$ cat src/rtl/hssl_apb_requester.sv
`default_nettype none
// ============================================================================
// Module   : hssl_apb_requester
// Brief    : Single-outstanding APB3 requester with response channel and
//            ACCESS-phase stall timeout.
// Revision : 1.0
// ============================================================================
module hssl_apb_requester #(
  parameter int unsigned ADDR_BITS      = 40,
  parameter int unsigned TIMEOUT_CYCLES = 64
) (
  input  logic                 clk,
  input  logic                 reset,
  input  logic [ADDR_BITS-1:0] req_addr_in,
  input  logic [31:0]          req_wdata_in,
  input  logic                 req_write_in,
  input  logic                 req_vld_in,
  output logic                 req_rdy_out,
  output logic [31:0]          rsp_rdata_out,
  output logic                 rsp_err_out,
  output logic                 rsp_vld_out,
  input  logic                 rsp_rdy_in,
  output logic                 apb_psel_out,
  output logic                 apb_penable_out,
  output logic                 apb_pwrite_out,
  output logic [ADDR_BITS-1:0] apb_paddr_out,
  output logic [31:0]          apb_pwdata_out,
  input  logic [31:0]          apb_prdata_in,
  input  logic                 apb_pready_in,
  input  logic                 apb_pslverr_in,
  output logic [15:0]          tmo_ctr_out
);

  localparam logic [1:0]  S_IDLE   = 2'd0;
  localparam logic [1:0]  S_SETUP  = 2'd1;
  localparam logic [1:0]  S_ACCESS = 2'd2;
  localparam logic [1:0]  S_RESP   = 2'd3;
  localparam logic [31:0] c_TMO_LAST = 32'(TIMEOUT_CYCLES) - 32'd1;
  localparam logic        c_TMO_EN   = (TIMEOUT_CYCLES != 0);

  logic [1:0]           r_state, w_state_nxt;
  logic [31:0]          r_wait_cnt, w_wait_cnt;
  logic                 r_req_rdy, w_req_rdy;
  logic [31:0]          r_rsp_rdata, w_rsp_rdata;
  logic                 r_rsp_err, w_rsp_err;
  logic                 r_rsp_vld, w_rsp_vld;
  logic                 r_psel, w_psel;
  logic                 r_penable, w_penable;
  logic                 r_pwrite, w_pwrite;
  logic [ADDR_BITS-1:0] r_paddr, w_paddr;
  logic [31:0]          r_pwdata, w_pwdata;
  logic [15:0]          r_tmo_ctr, w_tmo_ctr;
  logic                 w_tmo_hit;

  // Counter holds the number of completed low-pready ACCESS cycles, so the
  // abort fires on the edge that ends the TIMEOUT_CYCLES-th one.
  assign w_tmo_hit = c_TMO_EN && (r_wait_cnt == c_TMO_LAST);

  always_ff @(posedge clk) begin
    if (reset) begin
      r_state     <= S_IDLE;
      r_wait_cnt  <= '0;
      r_req_rdy   <= 1'b0;
      r_rsp_rdata <= '0;
      r_rsp_err   <= 1'b0;
      r_rsp_vld   <= 1'b0;
      r_psel      <= 1'b0;
      r_penable   <= 1'b0;
      r_pwrite    <= 1'b0;
      r_paddr     <= '0;
      r_pwdata    <= '0;
      r_tmo_ctr   <= '0;
    end else begin
      r_state     <= w_state_nxt;
      r_wait_cnt  <= w_wait_cnt;
      r_req_rdy   <= w_req_rdy;
      r_rsp_rdata <= w_rsp_rdata;
      r_rsp_err   <= w_rsp_err;
      r_rsp_vld   <= w_rsp_vld;
      r_psel      <= w_psel;
      r_penable   <= w_penable;
      r_pwrite    <= w_pwrite;
      r_paddr     <= w_paddr;
      r_pwdata    <= w_pwdata;
      r_tmo_ctr   <= w_tmo_ctr;
    end
  end

  always_comb begin
    w_state_nxt = r_state;
    case (r_state)
      S_IDLE:   if (r_req_rdy && req_vld_in) w_state_nxt = S_SETUP;
      S_SETUP:  w_state_nxt = S_ACCESS;
      S_ACCESS: if (apb_pready_in || w_tmo_hit) w_state_nxt = S_RESP;
      S_RESP:   if (rsp_rdy_in) w_state_nxt = S_IDLE;
      default:  w_state_nxt = S_IDLE;
    endcase
  end

  always_comb begin
    w_wait_cnt  = r_wait_cnt;
    w_req_rdy   = (w_state_nxt == S_IDLE);
    w_rsp_rdata = r_rsp_rdata;
    w_rsp_err   = r_rsp_err;
    w_rsp_vld   = r_rsp_vld;
    w_psel      = r_psel;
    w_penable   = r_penable;
    w_pwrite    = r_pwrite;
    w_paddr     = r_paddr;
    w_pwdata    = r_pwdata;
    w_tmo_ctr   = r_tmo_ctr;
    case (r_state)
      S_IDLE: begin
        if (r_req_rdy && req_vld_in) begin
          w_paddr   = req_addr_in;
          w_pwdata  = req_wdata_in;
          w_pwrite  = req_write_in;
          w_psel    = 1'b1;
          w_penable = 1'b0;
        end
      end
      S_SETUP: begin
        w_penable  = 1'b1;
        w_wait_cnt = '0;
      end
      S_ACCESS: begin
        if (apb_pready_in) begin
          w_rsp_rdata = r_pwrite ? 32'd0 : apb_prdata_in;
          w_rsp_err   = apb_pslverr_in;
          w_rsp_vld   = 1'b1;
          w_psel      = 1'b0;
          w_penable   = 1'b0;
        end else if (w_tmo_hit) begin
          w_rsp_rdata = 32'hdead_beef;
          w_rsp_err   = 1'b1;
          w_rsp_vld   = 1'b1;
          w_psel      = 1'b0;
          w_penable   = 1'b0;
          if (r_tmo_ctr != 16'hffff) w_tmo_ctr = r_tmo_ctr + 16'd1;
        end else begin
          w_wait_cnt = r_wait_cnt + 32'd1;
        end
      end
      S_RESP: begin
        if (rsp_rdy_in) w_rsp_vld = 1'b0;
      end
      default: ;
    endcase
  end

  assign req_rdy_out     = r_req_rdy;
  assign rsp_rdata_out   = r_rsp_rdata;
  assign rsp_err_out     = r_rsp_err;
  assign rsp_vld_out     = r_rsp_vld;
  assign apb_psel_out    = r_psel;
  assign apb_penable_out = r_penable;
  assign apb_pwrite_out  = r_pwrite;
  assign apb_paddr_out   = r_paddr;
  assign apb_pwdata_out  = r_pwdata;
  assign tmo_ctr_out     = r_tmo_ctr;

endmodule
`default_nettype wire

$ cat config.mk
export PLATFORM = sky130hd
export DESIGN_NAME = hssl_apb_requester
export DESIGN_NICKNAME = d
export VERILOG_FILES = /design/src/rtl/hssl_apb_requester.sv
export SDC_FILE = /design/constraint.sdc
export NUM_CORES = 1
export LEC_CHECK = 0
export ABC_CLOCK_PERIOD_IN_PS = 4800
export CELL_PAD_IN_SITES_DETAIL_PLACEMENT = 1
export CELL_PAD_IN_SITES_GLOBAL_PLACEMENT = 2
export CORE_UTILIZATION = 27
export DETAILED_ROUTE_END_ITERATION = 10
export HOLD_SLACK_MARGIN = 0.15
export PLACE_DENSITY = 0.95
export SLEW_MARGIN = 10
export SYNTH_ARGS = -nofsm -noshare
export SYNTH_HDL_FRONTEND = slang
export SYNTH_SLANG_ARGS = --single-unit
$ cat constraint.sdc
create_clock -name clk -period 4.8 [get_ports clk]
set_input_delay 0.72 -clock clk [delete_from_list [all_inputs] [get_ports clk]]
set_output_delay 0.72 -clock clk [all_outputs]
set_load 0.005 [all_outputs]
== Word-level counts from Yosys, hierarchy flattened ==
Cells that the tools add are included.
Storage, ports and cells
  register bits: 160
Cells by class
  mux-type cells: 21
  reduce and logical (&&, ||, !) cells: 16
  bitwise gates (word level): 1
  equal/unequal tests: 10
  add/sub/neg operators: 2
Operator list (number)
  $mux 32: 5
  $pmux 32 s2: 1
  $add 32x1->32 const B: 1
  $eq 32x6->1 const B: 1
  $add 16x1->16 const B: 1
  $ne 16x16->1 const B: 1
  $reduce_and 3->1: 4
  $mux 1: 8
  $ne 2x2->1 const B: 4
  $pmux 2 s4: 1
  $reduce_bool 2->1: 4
  $mux 2: 3
  $eq 2x2->1 const B: 2
  $logic_not 2->1: 2
  $pmux 1 s2: 2
  $reduce_and 2->1: 2
  $reduce_and 4->1: 1
  $ne 3x3->1 const B: 1
  $pmux 1 s3: 1
  $reduce_bool 3->1: 1
  $eq 2x1->1 const B: 1
  $logic_and 1x1->1: 1
  $logic_or 1x1->1: 1
  $not 1->1: 1

== Depth between registers and ports, before layout ==
  depth after elaboration: 5
  depth in mapped cells: 9

== Worst setup path before layout ==
No wires, ideal clock.
  path kind: reg2reg
  start: register r_wait_cnt[0]
  end: register r_wait_cnt[26]
  setup slack: 2.557 ns
  data required time: 4.675 ns
  library setup time: 0.125 ns
  clock period less this slack: 2.243 ns
  data arrival time: 2.118 ns
  buffers on the path: 1
  cell stages (with the launch flop): 9
  cells stage by stage: dfxtp_1 ha_1 and3_1 nand3_2 or4_1 buf_2 or3_4 nand3_1 o31ai_2
Between the ends
  cells in the longest elaborated chain, start to end: 4
  elaborated cells on any way between the ends: 7
  classes of those cells: add/sub: 1; eq/ne: 2; mux: 3; reduce/logical: 1
RTL lines
  from (decl): line 42  | logic [31:0] r_wait_cnt, w_wait_cnt;
  from (signal assigned): line 75  | r_wait_cnt <= w_wait_cnt;
  $add 32x1->32: line 141  | w_wait_cnt = r_wait_cnt + 32'd1;
  $mux 32: line 133  | end else if (w_tmo_hit) begin
  $mux 32: line 127  | if (apb_pready_in) begin
  $pmux 32 s2: line 112  | case (r_state)
Several ways; a longest one is shown, not always the timed one. The select of a mux whose other input is x is not followed.
A chain may end at the register's enable or synchronous reset.

== Worst setup path in the final report ==
  start: input apb_pready_in
  end: register r_tmo_ctr[5] (netlist: tmo_ctr_out[5])
Between the ends
  cells in the longest elaborated chain, start to end: 2
RTL lines
  from (decl): line 29  | input logic apb_pready_in,
  $not 1->1 (no line)
  $reduce_and 4->1 (no line)
  to (signal assigned): line 85  | r_tmo_ctr <= w_tmo_ctr;
  to (decl): line 52  | logic [15:0] r_tmo_ctr, w_tmo_ctr;
No other way between the ends.

==> flow_metrics.py <==
metrics = {
    "logic_synthesis": {
        "yosysSeqAreaShare": 0.4916,
        "synth_edf_count": 0,
        "synth_ff_type": "dfxtp_1",
        "synth_nets": 902,
        "netlist_area_um2": 6515,
        "synth.avg_cell_area_um2": 8.257,
        "synthDistinctLibCells": 51,
        "ys_ff_latch": 160,
        "syn_inst": 789,
        "async_flop_share": 0,
        "ys_warn_count": 0,
    },
    "clock_tree": {
        "clockBufferDepth": 2,
        "clk_pin_slew_ns": 0.07,
        "insertion_delay_ns": 0.44,
        "holdBufCountCts": 0,
        "cts.sink_count": 160,
        "cts_buffers": 17,
        "clock-root-buffer": "clkbuf_16",
        "ctsResizeCount": 0,
        "cts_tree": "done",
        "ctsHtreeMaxLevel": 4,
        "cts_setup_buffers": 0,
    },
    "cells_and_area": {
        "antenna_cells": 0,
        "drive_gt1_frac": 0.06917,
        "final_common_cell": "clkdlybuf4s50_1",
        "most-common-layout-cells": "clkdlybuf4s50_1, nand2_1, dfxtp_1, a21oi_1, nor2_1",
        "area_growth_pct": 49.49,
        "final_area_um2": 9739,
        "fillerInstances": 2801,
        "nets": 1112,
    },
    "global_route": {
        "grt_max_degree": 70,
        "first_global_vias": 6271,
        "grt_first_pass_wirelength_um": 32710,
        "antenna_found_initial": 0,
        "track_usage": 0.1691,
        "grt-ovfl-total": 0,
    },
    "worst_setup_path": {
        "critPathSlowestCell": "clkdlybuf4s50_1",
        "cp_slowest_stage_delay_ns": 0.56,
        "crit_fanout": 8,
        "worstSetupEndpointType": "flop",
        "cp-start-kind": "input port",
        "reg2reg_depth": 6,
        "path_cells": "clkdlybuf4s50_1, nor3b_1, nand4_1, nor3_4, nand3_2, or3_1, a21oi_1",
        "cp_data_arrival_time_ns": 2.99,
        "worstSetupPathType": "in2reg",
        "required_ns": 5.16,
    },
    "die": {
        "die_h_um": 157.3,
        "design.portCount": 237,
        "die_area_um2": 24750,
        "core_area_um2": 23540,
        "die_w_um": 157.3,
        "initial_core_util": 0.2767,
        "placementRows": 56,
    },
    "routing": {
        "wire_per_inst_um": 15.83,
        "totalWireLength_um": 21070,
        "initialDrtViolationCount": 201,
        "vias": 6251,
        "firstDrtPassIters": 6,
        "vias_per_cell": 4.696,
        "ant_nets": 0,
        "drc": 0,
    },
    "timing": {
        "fin_worst_skew_ns": 0.01204,
        "relSlewSlack": 0.3439,
        "slew_violations": 0,
        "fmax_mhz": 380.0,
        "rsz0062_at_grt": "false",
        "fin_crit_sh": 0.5482,
        "finalSetupTns_ns": 0,
        "tightest_slew_ns": 0.9842,
        "finalHoldViolCount": 0,
        "min_period_ns": 2.631,
        "setup_viol": 0,
    },
    "worst_hold_path": {
        "hold_depth": 2,
        "min_path_type": "reg2reg",
    },
    "power": {
        "p_leak_nw": 3.271,
        "pwr_density_cell_nw_per_um2": 325.6,
        "irDropWorstVdd_mv": 0.2117,
        "total_power_mw": 3.171,
    },
    "place": {
        "port-buffer-count": 236,
        "globalplace.congestion": 0.7674,
        "dp_hpwl_um": 14630,
        "dpl_cell_area_um2": 9148,
    },
    "status": {
        "status": "complete, no violations",
    },
    "run": {
        "drv_cap": 0,
    },
}
-- cell type report --
type                            count  area, um2  share of cell area
Sequential cell                   160       3203              0.3289
Multi-Input combinational cell    540       2990              0.3070
Timing Repair Buffer              244       2420              0.2485
Clock buffer                       19      442.9             0.04548
Tap cell                          319      399.1             0.04098
Clock inverter                     13      148.9             0.01529
Inverter                           36      135.1             0.01387
-- sequential cells by signal, indices dropped and copies added (netlist names), 2 cells and up --
name	flops
r_wait_cnt	32
tmo_ctr_out	16
apb_paddr_out	40
rsp_rdata_out	32
apb_pwdata_out	32
r_state	2
-- final timing paths --
path | from | to | slack (ns)
setup / recovery | apb_pready_in | tmo_ctr_out[5] | 2.17
hold / removal | apb_pwdata_out[25] | apb_pwdata_out[25] | 0.45
setup reg to reg | r_wait_cnt[20] | rsp_rdata_out[21] | 2.19
hold reg to reg | apb_pwdata_out[25] | apb_pwdata_out[25] | 0.45
-- report_power, final --
group	switching (mW)	total (mW)	internal, mW
Combinational	0.168	0.375	0.206
Sequential	0.0291	1.41	1.38
Clock	0.598	1.39	0.791
-- metrics by stage --
stage                     setup slack, ns  utilization  cells  hold slack, ns
after floorplan                     2.557            -    789          0.4527
after global placement              1.815       0.3886   1299          0.4406
after detailed placement            1.777       0.3886   1299          0.4468
after CTS                           2.183       0.4137   1331          0.4563
after global routing                1.992       0.4137   1331          0.4796
final                               2.169       0.4137   1331          0.4521
-- worst max-delay path, delay by kind of cell --
kind / cells / cell delay [ns]
AO/OA/AOI/OAI: 1 / 0.16
buffers and inverters: 1 / 0.56
AND/OR/NAND/NOR: 5 / 1.54
-- logic make-up after synthesis --
| family | after synthesis | share of synthesized area |
|---|---|---|
| compound gates | 140 | 0.1312 |
| mux | 5 | 0.008066 |
| buf+inv | 89 | 0.05262 |
| flops | 160 | 0.4916 |
| fa+ha+maj | 2 | 0.003840 |
| xor+xnor | 26 | 0.03495 |
| simple gates | 367 | 0.2777 |
-- cell usage after synthesis (2+ instances only) --
cell type  number  share of area
nor4_1          9         0.0086
dfxtp_1       160           0.49
o211ai_1        4         0.0046
nor3b_1         5         0.0058
nand3b_1       11          0.013
a21oi_1        86          0.066
o41ai_1         2         0.0027
nand2b_1       27          0.026
nand4_1         8         0.0077
ha_1            2         0.0038
clkbuf_1       43          0.025
nand3_1        26          0.020
nand2_1       183           0.11
or3_1           5         0.0048
buf_2           7         0.0054
xnor2_1        18          0.024
or2_2           7         0.0067
o31ai_1         4         0.0046
mux2i_1         3         0.0046
or4_1           3         0.0035
nor2b_1         5         0.0048
buf_1           3         0.0017
a221oi_1       25          0.034
nor4_2          4         0.0077
nor2_1         43          0.025
nand3_2         2         0.0031
xor2_1          8          0.011
and4_1          2         0.0027
mux2_2          2         0.0035
o21ai_0        13          0.010
nand4b_1        2         0.0027
nor3_1         13          0.010
inv_1          36          0.021
-- routing by layer --
layer | track usage | share of wire | vias up
met4 | 0.06103 | 0.019 | 0
met3 | 0.06525 | 0.079 | 26
met1 | 0.1944 | 0.42 | 2990
met5 | 0 | 0 | -
li1 | - | - | 3072
met2 | 0.2836 | 0.48 | 163
Note: power is estimated with default switching activity, not from simulation.
